`config.mk`:
```
export PLATFORM = sky130hd
export DESIGN_NAME = cla_prefix_seq_adder
export DESIGN_NICKNAME = d
export VERILOG_FILES = /design/src/rtl/cla_prefix_seq_adder_pkg.sv /design/src/rtl/cla_prefix_seq_adder_row.sv /design/src/rtl/cla_prefix_seq_adder.sv
export SDC_FILE = /design/constraint.sdc
export NUM_CORES = 1
export LEC_CHECK = 0
export CAP_MARGIN = 20
export CELL_PAD_IN_SITES_DETAIL_PLACEMENT = 1
export CELL_PAD_IN_SITES_GLOBAL_PLACEMENT = 1
export CORE_UTILIZATION = 49
export CTS_CLUSTER_DIAMETER = 60
export DETAILED_ROUTE_END_ITERATION = 16
export PLACE_DENSITY = 0.87
export SYNTH_ARGS = -nofsm -noshare
export SYNTH_HDL_FRONTEND = slang
export SYNTH_SLANG_ARGS = --single-unit
export TNS_END_PERCENT = 10
```
`constraint.sdc`:
```
create_clock -name clk -period 4 [get_ports clk]
set_clock_uncertainty 0.2 [all_clocks]
set_input_delay 1.2 -clock clk [delete_from_list [all_inputs] [get_ports clk]]
set_output_delay 1.2 -clock clk [all_outputs]
set_load 0.02 [all_outputs]
```
`src/rtl/cla_prefix_seq_adder_pkg.sv`:
```
// Shared types and helpers for the time-shared Kogge-Stone adder.
// State encodings and a constant log2 used to size the prefix level count.
package cla_prefix_seq_adder_pkg;

   typedef enum logic [2:0] {
      ST_IDLE  = 3'd0,
      ST_PREP  = 3'd1,
      ST_LEVEL = 3'd2,
      ST_SUM   = 3'd3,
      ST_DONE  = 3'd4
   } state_e;

   function automatic int clog2(input int n);
      int r;
      r = 0;
      for (int i = 0; i < 32; i++) begin
         if ((1 << r) < n) r++;
      end
      return r;
   endfunction

endpackage

```
`src/rtl/cla_prefix_seq_adder_row.sv`:
```
// One Kogge-Stone prefix level as a combinational row of generate/propagate cells.
// The active span is picked by a one-hot select; bits below the span pass through.
module cla_gen_prop (
   input  logic g_hi_i,
   input  logic p_hi_i,
   input  logic g_lo_i,
   input  logic p_lo_i,
   output logic g_o,
   output logic p_o
);
   assign g_o = g_hi_i | (p_hi_i & g_lo_i);
   assign p_o = p_hi_i & p_lo_i;
endmodule

module cla_prefix_row #(
   parameter int WIDTH  = 16,
   parameter int LEVELS = 4
) (
   input  logic [WIDTH-1:0]  g_i,
   input  logic [WIDTH-1:0]  p_i,
   input  logic [LEVELS-1:0] span_sel_i,
   output logic [WIDTH-1:0]  g_o,
   output logic [WIDTH-1:0]  p_o
);
   for (genvar i = 0; i < WIDTH; i++) begin : g_bit
      logic [LEVELS-1:0] lo_g, lo_p, lo_en;
      logic g_lo, p_lo, active, g_c, p_c;

      // Each bit only taps partners that exist for that span; missing taps read as disabled.
      for (genvar l = 0; l < LEVELS; l++) begin : g_lvl
         if (i >= (1 << l)) begin : g_tap
            assign lo_g[l]  = g_i[i-(1<<l)];
            assign lo_p[l]  = p_i[i-(1<<l)];
            assign lo_en[l] = span_sel_i[l];
         end else begin : g_none
            assign lo_g[l]  = 1'b0;
            assign lo_p[l]  = 1'b0;
            assign lo_en[l] = 1'b0;
         end
      end

      assign active = |lo_en;
      assign g_lo   = |(lo_g & lo_en);
      assign p_lo   = |(lo_p & lo_en);

      cla_gen_prop u_cell (
         .g_hi_i (g_i[i]),
         .p_hi_i (p_i[i]),
         .g_lo_i (g_lo),
         .p_lo_i (p_lo),
         .g_o    (g_c),
         .p_o    (p_c)
      );

      assign g_o[i] = active ? g_c : g_i[i];
      assign p_o[i] = active ? p_c : p_i[i];
   end
endmodule

```
`src/rtl/cla_prefix_seq_adder.sv`:
```
// Multi-cycle parallel-prefix adder: one Kogge-Stone level per clock over a shared row.
// Valid/ready on both sides; abort cancels the operation in flight.
module cla_prefix_seq_adder
   import cla_prefix_seq_adder_pkg::*;
#(
   parameter int WIDTH = 16
) (
   input  logic             clk,
   input  logic             rst_n,
   input  logic             in_valid,
   output logic             in_ready,
   input  logic [WIDTH-1:0] a,
   input  logic [WIDTH-1:0] b,
   input  logic             cin,
   input  logic             abort,
   output logic             out_valid,
   input  logic             out_ready,
   output logic [WIDTH-1:0] sum,
   output logic             cout,
   output logic             busy
);
   localparam int LEVELS = clog2(WIDTH);
   localparam int KW     = (LEVELS > 1) ? clog2(LEVELS) : 1;

   state_e           state_q, state_d;
   logic [WIDTH-1:0] a_q, b_q, g_q, p_q, psave_q, sum_q;
   logic             cin_q, cout_q, out_valid_q;
   logic [KW-1:0]    k_q;

   logic [WIDTH-1:0]  prop, prep_g, row_g, row_p, carry;
   logic [LEVELS-1:0] span_sel;
   logic              last_level;

   assign prop       = a_q ^ b_q;
   // Carry-in folds into bit 0 so the prefix tree never needs a separate cin path.
   assign prep_g     = (a_q & b_q) | WIDTH'(prop[0] & cin_q);
   assign span_sel   = LEVELS'(1) << k_q;
   assign last_level = (k_q == KW'(LEVELS - 1));
   assign carry      = {g_q[WIDTH-2:0], cin_q};

   cla_prefix_row #(
      .WIDTH  (WIDTH),
      .LEVELS (LEVELS)
   ) u_row (
      .g_i        (g_q),
      .p_i        (p_q),
      .span_sel_i (span_sel),
      .g_o        (row_g),
      .p_o        (row_p)
   );

   always_comb begin
      state_d = state_q;
      case (state_q)
         ST_IDLE:  if (in_valid && !abort) state_d = ST_PREP;
         ST_PREP:  state_d = abort ? ST_IDLE : ST_LEVEL;
         ST_LEVEL: begin
            if (abort)           state_d = ST_IDLE;
            else if (last_level) state_d = ST_SUM;
         end
         ST_SUM:   state_d = abort ? ST_IDLE : ST_DONE;
         // abort wins over a same-cycle handshake
         ST_DONE:  if (abort || out_ready) state_d = ST_IDLE;
         default:  state_d = ST_IDLE;
      endcase
   end

   always_ff @(posedge clk or negedge rst_n) begin
      if (!rst_n) begin
         state_q     <= ST_IDLE;
         a_q         <= '0;
         b_q         <= '0;
         cin_q       <= 1'b0;
         g_q         <= '0;
         p_q         <= '0;
         psave_q     <= '0;
         k_q         <= '0;
         sum_q       <= '0;
         cout_q      <= 1'b0;
         out_valid_q <= 1'b0;
      end else begin
         state_q     <= state_d;
         out_valid_q <= (state_d == ST_DONE);
         case (state_q)
            ST_IDLE: begin
               if (state_d == ST_PREP) begin
                  a_q   <= a;
                  b_q   <= b;
                  cin_q <= cin;
               end
            end
            ST_PREP: begin
               g_q     <= prep_g;
               p_q     <= prop;
               psave_q <= prop;
               k_q     <= '0;
            end
            ST_LEVEL: begin
               g_q <= row_g;
               p_q <= row_p;
               k_q <= k_q + KW'(1);
            end
            ST_SUM: begin
               if (state_d == ST_DONE) begin
                  sum_q  <= psave_q ^ carry;
                  cout_q <= g_q[WIDTH-1];
               end
            end
            default: ;
         endcase
      end
   end

   assign in_ready  = (state_q == ST_IDLE);
   assign busy      = (state_q != ST_IDLE);
   assign out_valid = out_valid_q;
   assign sum       = sum_q;
   assign cout      = cout_q;
endmodule

```
Word level (Yosys, flattened, before mapping)
Cells that the tools add are included.
{"block": "word_totals", "in_bits": 38, "word_cells": 199, "ff_bits": 104}
{"block": "op_classes", "n_addsub": 1, "mux": 40, "reduce_logical": 46, "bitwise_logic": 81, "shift": 1, "n_eq_ne": 11}
{"cell": "OR reduction 4 bit", "count": 31}
{"cell": "AND 4 bit", "count": 16}
{"cell": "case mux 16 bit (2 select lines)", "count": 2}
{"cell": "AND 1 bit", "count": 33}
{"cell": "bitwise XOR 16 bit", "count": 2}
{"cell": "2-to-1 mux 1 bit", "count": 30}
{"cell": "AND 3 bit", "count": 8}
{"cell": "AND 16 bit", "count": 1}
{"cell": "OR 16 x 1 -> 16 bit", "count": 1}
{"cell": "2-to-1 mux 3 bit", "count": 5}
{"cell": "OR 1 bit", "count": 15}
{"cell": "case mux 3 bit (5 select lines)", "count": 1}
{"cell": "AND reduction 2 bit", "count": 7}
{"cell": "AND 2 bit", "count": 4}
{"cell": "inequality test 2 x 1 -> 1 bit (second input constant)", "count": 4}
{"cell": "equality test 3 x 1 -> 1 bit (second input constant)", "count": 2}
{"cell": "equality test 3 x 2 -> 1 bit (second input constant)", "count": 2}
{"cell": "equality test 3 bit (second input constant)", "count": 2}
{"cell": "case mux 2 bit (2 select lines)", "count": 1}
{"cell": "left shift 1 x 2 -> 4 bit (first input constant)", "count": 1}
{"cell": "zero test 3 bit", "count": 1}
{"cell": "nonzero test 3 bit", "count": 1}
{"cell": "OR reduction 3 bit", "count": 1}
{"cell": "adder 2 x 1 -> 2 bit (second input constant)", "count": 1}
{"cell": "other kinds (8)", "count": 8}

Longest topological paths before layout
{"block": "depth", "ltp_word": 7, "mapped_depth": 8}

Cells and area by module
Synthesis repeated with hierarchy kept, for this count alone.
{"block": "unflattened", "hier_cells": 499, "hier_area_um2": 5760.5}
{"module": "cla_prefix_seq_adder", "area_per_inst_um2": 4584.4, "cells_per_inst": 351, "seq_area_each_um2": 2602.5, "instances": 1}
{"module": "cla_prefix_row", "area_per_inst_um2": 950.9, "cells_per_inst": 118, "seq_area_each_um2": 0.0, "instances": 1}
{"module": "cla_gen_prop", "area_per_inst_um2": 15.0, "cells_per_inst": 2, "seq_area_each_um2": 0.0, "instances": 15}

Least setup slack after synthesis
Ideal clock, no wire load.
{"block": "synth_path", "path_type": "input to register", "from": "input abort", "to": "register a_q[0]", "n_path_buf": 1, "setup_slack_ns": 1.549, "arrival_ns": 2.126, "path_stages": 4, "t_required_ns": 3.675, "setup_time_ns": 0.125, "cell_sequence": "and2b_1 o21ai_4 buf_12 mux2_4"}
{"block": "synth_between", "elab_chain_cells": 6, "word_cells_on_any_way": 11, "cone_classes": "1 x eq/ne; 6 x mux; 4 x reduce/logical"}
{"element": "start, declared", "line_no": "cla_prefix_seq_adder.sv:15", "source": "input logic abort,"}
{"element": "zero test 1 bit", "line_no": "cla_prefix_seq_adder.sv:55", "source": "ST_IDLE: if (in_valid && !abort) state_d = ST_PREP;"}
{"element": "logical AND 1 bit", "line_no": "cla_prefix_seq_adder.sv:55"}
{"element": "2-to-1 mux 3 bit", "line_no": "cla_prefix_seq_adder.sv:55"}
{"element": "case mux 3 bit (5 select lines) (*)", "line_no": "cla_prefix_seq_adder.sv:54", "source": "case (state_q)"}
{"element": "equality test 3 x 1 -> 1 bit (*)", "line_no": "cla_prefix_seq_adder.sv:86", "source": "if (state_d == ST_PREP) begin"}
{"element": "AND reduction 2 bit (no line) (*)"}
{"element": "end signal, assigned", "line_no": "cla_prefix_seq_adder.sv:71", "source": "a_q <= '0;"}
{"element": "end signal, assigned", "line_no": "cla_prefix_seq_adder.sv:87", "source": "a_q <= a;"}
{"element": "end, declared", "line_no": "cla_prefix_seq_adder.sv:26", "source": "logic [WIDTH-1:0] a_q, b_q, g_q, p_q, psave_q, sum_q;"}
Every way passes the cells marked *; elsewhere a longest branch is shown, timed or not.
A chain may end at the register's enable or synchronous reset.

Final worst setup path
{"block": "layout_path", "from": "register state_q[0]", "to": "output in_ready"}
{"block": "layout_between", "elab_chain_cells": 1}
{"element": "start, declared", "line_no": "cla_prefix_seq_adder.sv:25", "source": "state_e state_q, state_d;"}
{"element": "start signal, assigned", "line_no": "cla_prefix_seq_adder.sv:82", "source": "state_q <= state_d;"}
{"element": "zero test 3 bit", "line_no": "cla_prefix_seq_adder.sv:114", "source": "assign in_ready = (state_q == ST_IDLE);"}
{"element": "end, declared", "line_no": "cla_prefix_seq_adder.sv:11", "source": "output logic in_ready,"}
No other way between the ends.

==> key figures <==
Logic synthesis
  • Warnings from Yosys: 0
  • Synth Cell Area: 5160 um^2
  • Mean area per synthesized cell: 11.4 um^2
  • Flops & latches, synth: 104
  • Share of synthesized registers carrying an async set or reset: 100%
  • Cells after Synth: 454
  • Net Count, Synth: 513
  • Post-synth EDFFs: 0
  • Register area share after synthesis: 50.5%
  • Primary FF master, synth: dfrtp_1
  • Netlist cell types: 39

Power and ir drop
  • Switching fraction of total power: 38.9%
  • Pint: 2570 uW
  • VDD IR max: 0.000410 V
  • Clock power frac: 14.6%
  • Logic pwr share: about 40%
  • Net Sw Power: 1640 uW
  • Sequential share of power: 45.4%
  • Pwr Density: 705 nW/um^2
  • Leakage power: 0.00272 uW

Setup path
  • Crit Path Class: register to primary output
  • CP Max Fanout: 9
  • WP data required: 2.60 ns
  • RR Startpoint: k_q[1]
  • Crit path cell chain: or3_4, clkinv_4, clkdlybuf4s50_1
  • FF-to-FF End: p_q[14]
  • CP Buf/Inv Count: 2
  • FF-to-FF setup slack: 1.31 ns
  • Critical path's largest stage delay: 0.59 ns
  • Slowest cell on crit path: clkdlybuf4s50_1
  • CP Capture Type: primary output
  • CP delay by family, top: buffers and inverters
  • Startpoint Class: register
  • Reg2reg path depth: 6
  • Data arrival, critical path: slightly above 2 ns

Final layout
  • Number of antenna diodes: 0
  • Area added between synthesis and finish: 15.9%
  • Post-route cell area: 5980 um^2
  • Share of cells above drive strength 1: 14.4%
  • FILL cells: 1093
  • Final #Nets: 563

Timing
  • Sum of negative setup slack: 0 ns
  • Worst-Margin Slew: 1.12 ns
  • Relative slew slack: around a quarter
  • RSZ-0062 raised after global routing: no
  • Final number of max-transition violations: 0
  • Final Setup Violations: 0
  • Hold WS: 0.311 ns
  • Final worst-path cycle share: 85.6%
  • Fin. Hold Viols: 0
  • Minimum clock period: ~3.4 ns
  • Max Clk Rate: 292 MHz

Clocking
  • Number of buffers created by CTS: 9
  • Setup Fix Bufs, Post-CTS: 0
  • # hold bufs at CTS: 0
  • Worst-Skew Late Latency: 0.39 ns
  • Post-cts sizing count: 0
  • H-tree Lvls: 3
  • Clock sinks: 104
  • Root Buffer: clkbuf_8
  • CTS tree: done
  • Clk buf depth: 2
  • Reg clk slew, reported paths: around 0.10 ns

Detailed routing
  • DRC: 0
  • Routed WL: ~13 mm
  • Routed WL per cell: 20.2 um
  • Met2 wire length: 6.67 mm
  • First DRT Iteration DRCs: 290
  • Final ANT Viol Nets: 0
  • Metal-1 WL: around 5.6 mm
  • Vias: 3815
  • Vias/cell: between 5 and 6
  • First-pass DRT Iterations: 5
  • Highest metal used: met4
  • DR WL met3: slightly above 500 um

Hold path
  • Endpoint, Worst Hold: psave_q[7]
  • Worst min path class: register to register
  • Hold Crit Depth: 2
  • Hold path start: psave_q[7]

Die
  • Die Span X: 105 um
  • Initial core utilization: between 50 and 60%
  • # IOs: 58
  • # rows: 37
  • Die footprint: 10900 um^2
  • Height of the die: between 100 and 150 um
  • Core area: between 10000 and 15000 um^2

Global routing
  • Total track usage: between 20% and 30%
  • Initial antenna violation count: 0
  • Number of global-route vias before repair: between 4000 and 5000
  • First-pass GRT wire length: between 20 and 25 mm
  • Largest net degree at the start of global routing: 54
  • Grt ovf: 0

Outcome
  • Run status: complete, no violations

Placed design
  • Dpl hpwl: 9.03 mm
  • Gp weighted congestion: 0.841
  • Placed inst area: 5800 um^2
  • Port bufs: 57

Run
  • # Max-Cap Violations: 0
## how the worst max path moves through the flow
stage	end	cells after the start	start	slack, ns
after floorplan	a_q[0]	4	abort	1.55
after global placement	a_q[11]	5	abort	0.85
after detailed placement	a_q[11]	5	abort	0.77
after CTS	in_ready	3	state_q[0]	0.56
after global routing	in_ready	3	state_q[0]	0.53
final	in_ready	3	state_q[0]	0.58
## kinds of logic (layout without fill, tap and decap cells)
family	count (synthesis)	after routing	share of synthesized area (%)
xor+xnor	16	16	2.72
simple gates	103	103	8.81
mux	35	35	9.80
compound gates	138	138	18.6
fa+ha+maj	21	21	5.09
flops	104	104	50.5
buf+inv	37	91	4.51
## metal layers
metal	GRT usage, %	up-vias
met2	45.1	89
met5	0	-
li1	-	1729
met3	4.93	15
met4	8.15	0
met1	32.1	1982
## tightest hold or removal path, delay by kind of cell (launching register included)
kind | cells | cell delay [ns]
simple gates | 2 | 0.12
flops | 1 | 0.37
## final cells by class
type / count / area [um^2] / share of cell area, %
Multi-Input combinational cell: 313 / 2320 / 38.9
Inverter: 7 / 31.3 / 0.523
Timing Repair Buffer: 69 / 678 / 11.3
Tap cell: 136 / 170 / 2.85
Clock buffer: 12 / 155 / 2.59
Sequential cell: 104 / 2600 / 43.5
Clock inverter: 3 / 17.5 / 0.293
## cells in the mapped netlist (3+ instances only)
library cell | n | share of area (%)
a21oi_1 | 40 | 3.9
o22a_1 | 11 | 1.9
nand2_1 | 59 | 4.3
a222oi_1 | 8 | 1.6
ha_1 | 21 | 5.1
nor2_1 | 31 | 2.3
o21ai_1 | 8 | 0.78
o21ai_0 | 21 | 2.0
a221oi_1 | 4 | 0.68
buf_6 | 3 | 0.65
mux2_4 | 30 | 8.7
inv_1 | 6 | 0.44
a22oi_1 | 10 | 1.5
clkbuf_1 | 10 | 0.73
buf_12 | 3 | 1.2
a22o_1 | 31 | 5.3
xnor2_1 | 16 | 2.7
buf_2 | 11 | 1.1
dfrtp_1 | 104 | 50
mux2_2 | 4 | 0.87
## flip-flops by register name (all words and copies together) (netlist names)
| signal | flops |
|---|---|
| cout | 1 |
| k_q | 2 |
| psave_q | 16 |
| p_q | 16 |
| state_q | 3 |
| out_valid | 1 |
| sum | 16 |
| cin_q | 1 |
| b_q | 16 |
| a_q | 16 |
| g_q | 16 |
## power groups by stage
stage / Sequential, uW / Clock [uW] / Combinational (uW)
3_3_place_gp: 1900 / 0 / 1580
5_1_grt: 1970 / 658 / 1850
4_1_cts: 1910 / 634 / 1690
3_5_place_dp: 1920 / 0 / 1670
6_report: 1920 / 616 / 1680
2_1_floorplan: 1880 / 0 / 1080
## cell usage in the layout (no fill, tap or decap), drive strengths merged, types with 2 or more instances in the layout
cell type,netlist,final
or3b,2,2
nor3b,2,2
o22a,11,11
clkbuf,10,12
nor4,2,2
clkinv,1,3
ha,21,21
dfrtp,104,104
a22oi,10,10
a21oi,40,40
clkdlybuf4s50,0,56
nand2,59,59
nand3,2,2
nor2,31,31
a221oi,4,4
a222oi,8,8
inv,6,6
mux2,34,34
xnor2,16,16
buf,20,13
a22o,31,31
o21ai,32,32
## per-stage QoR
stage,power (uW),worst slack [ns],std cells,utilization [%]
floorplan,2960,1.55,454,-
global placement,3480,0.848,627,56.3
detailed placement,3590,0.771,628,56.4
CTS,4230,0.561,643,58.1
global route,4480,0.529,644,58.2
finish,4220,0.576,644,58.2
Power figures use the tool's default switching activity.
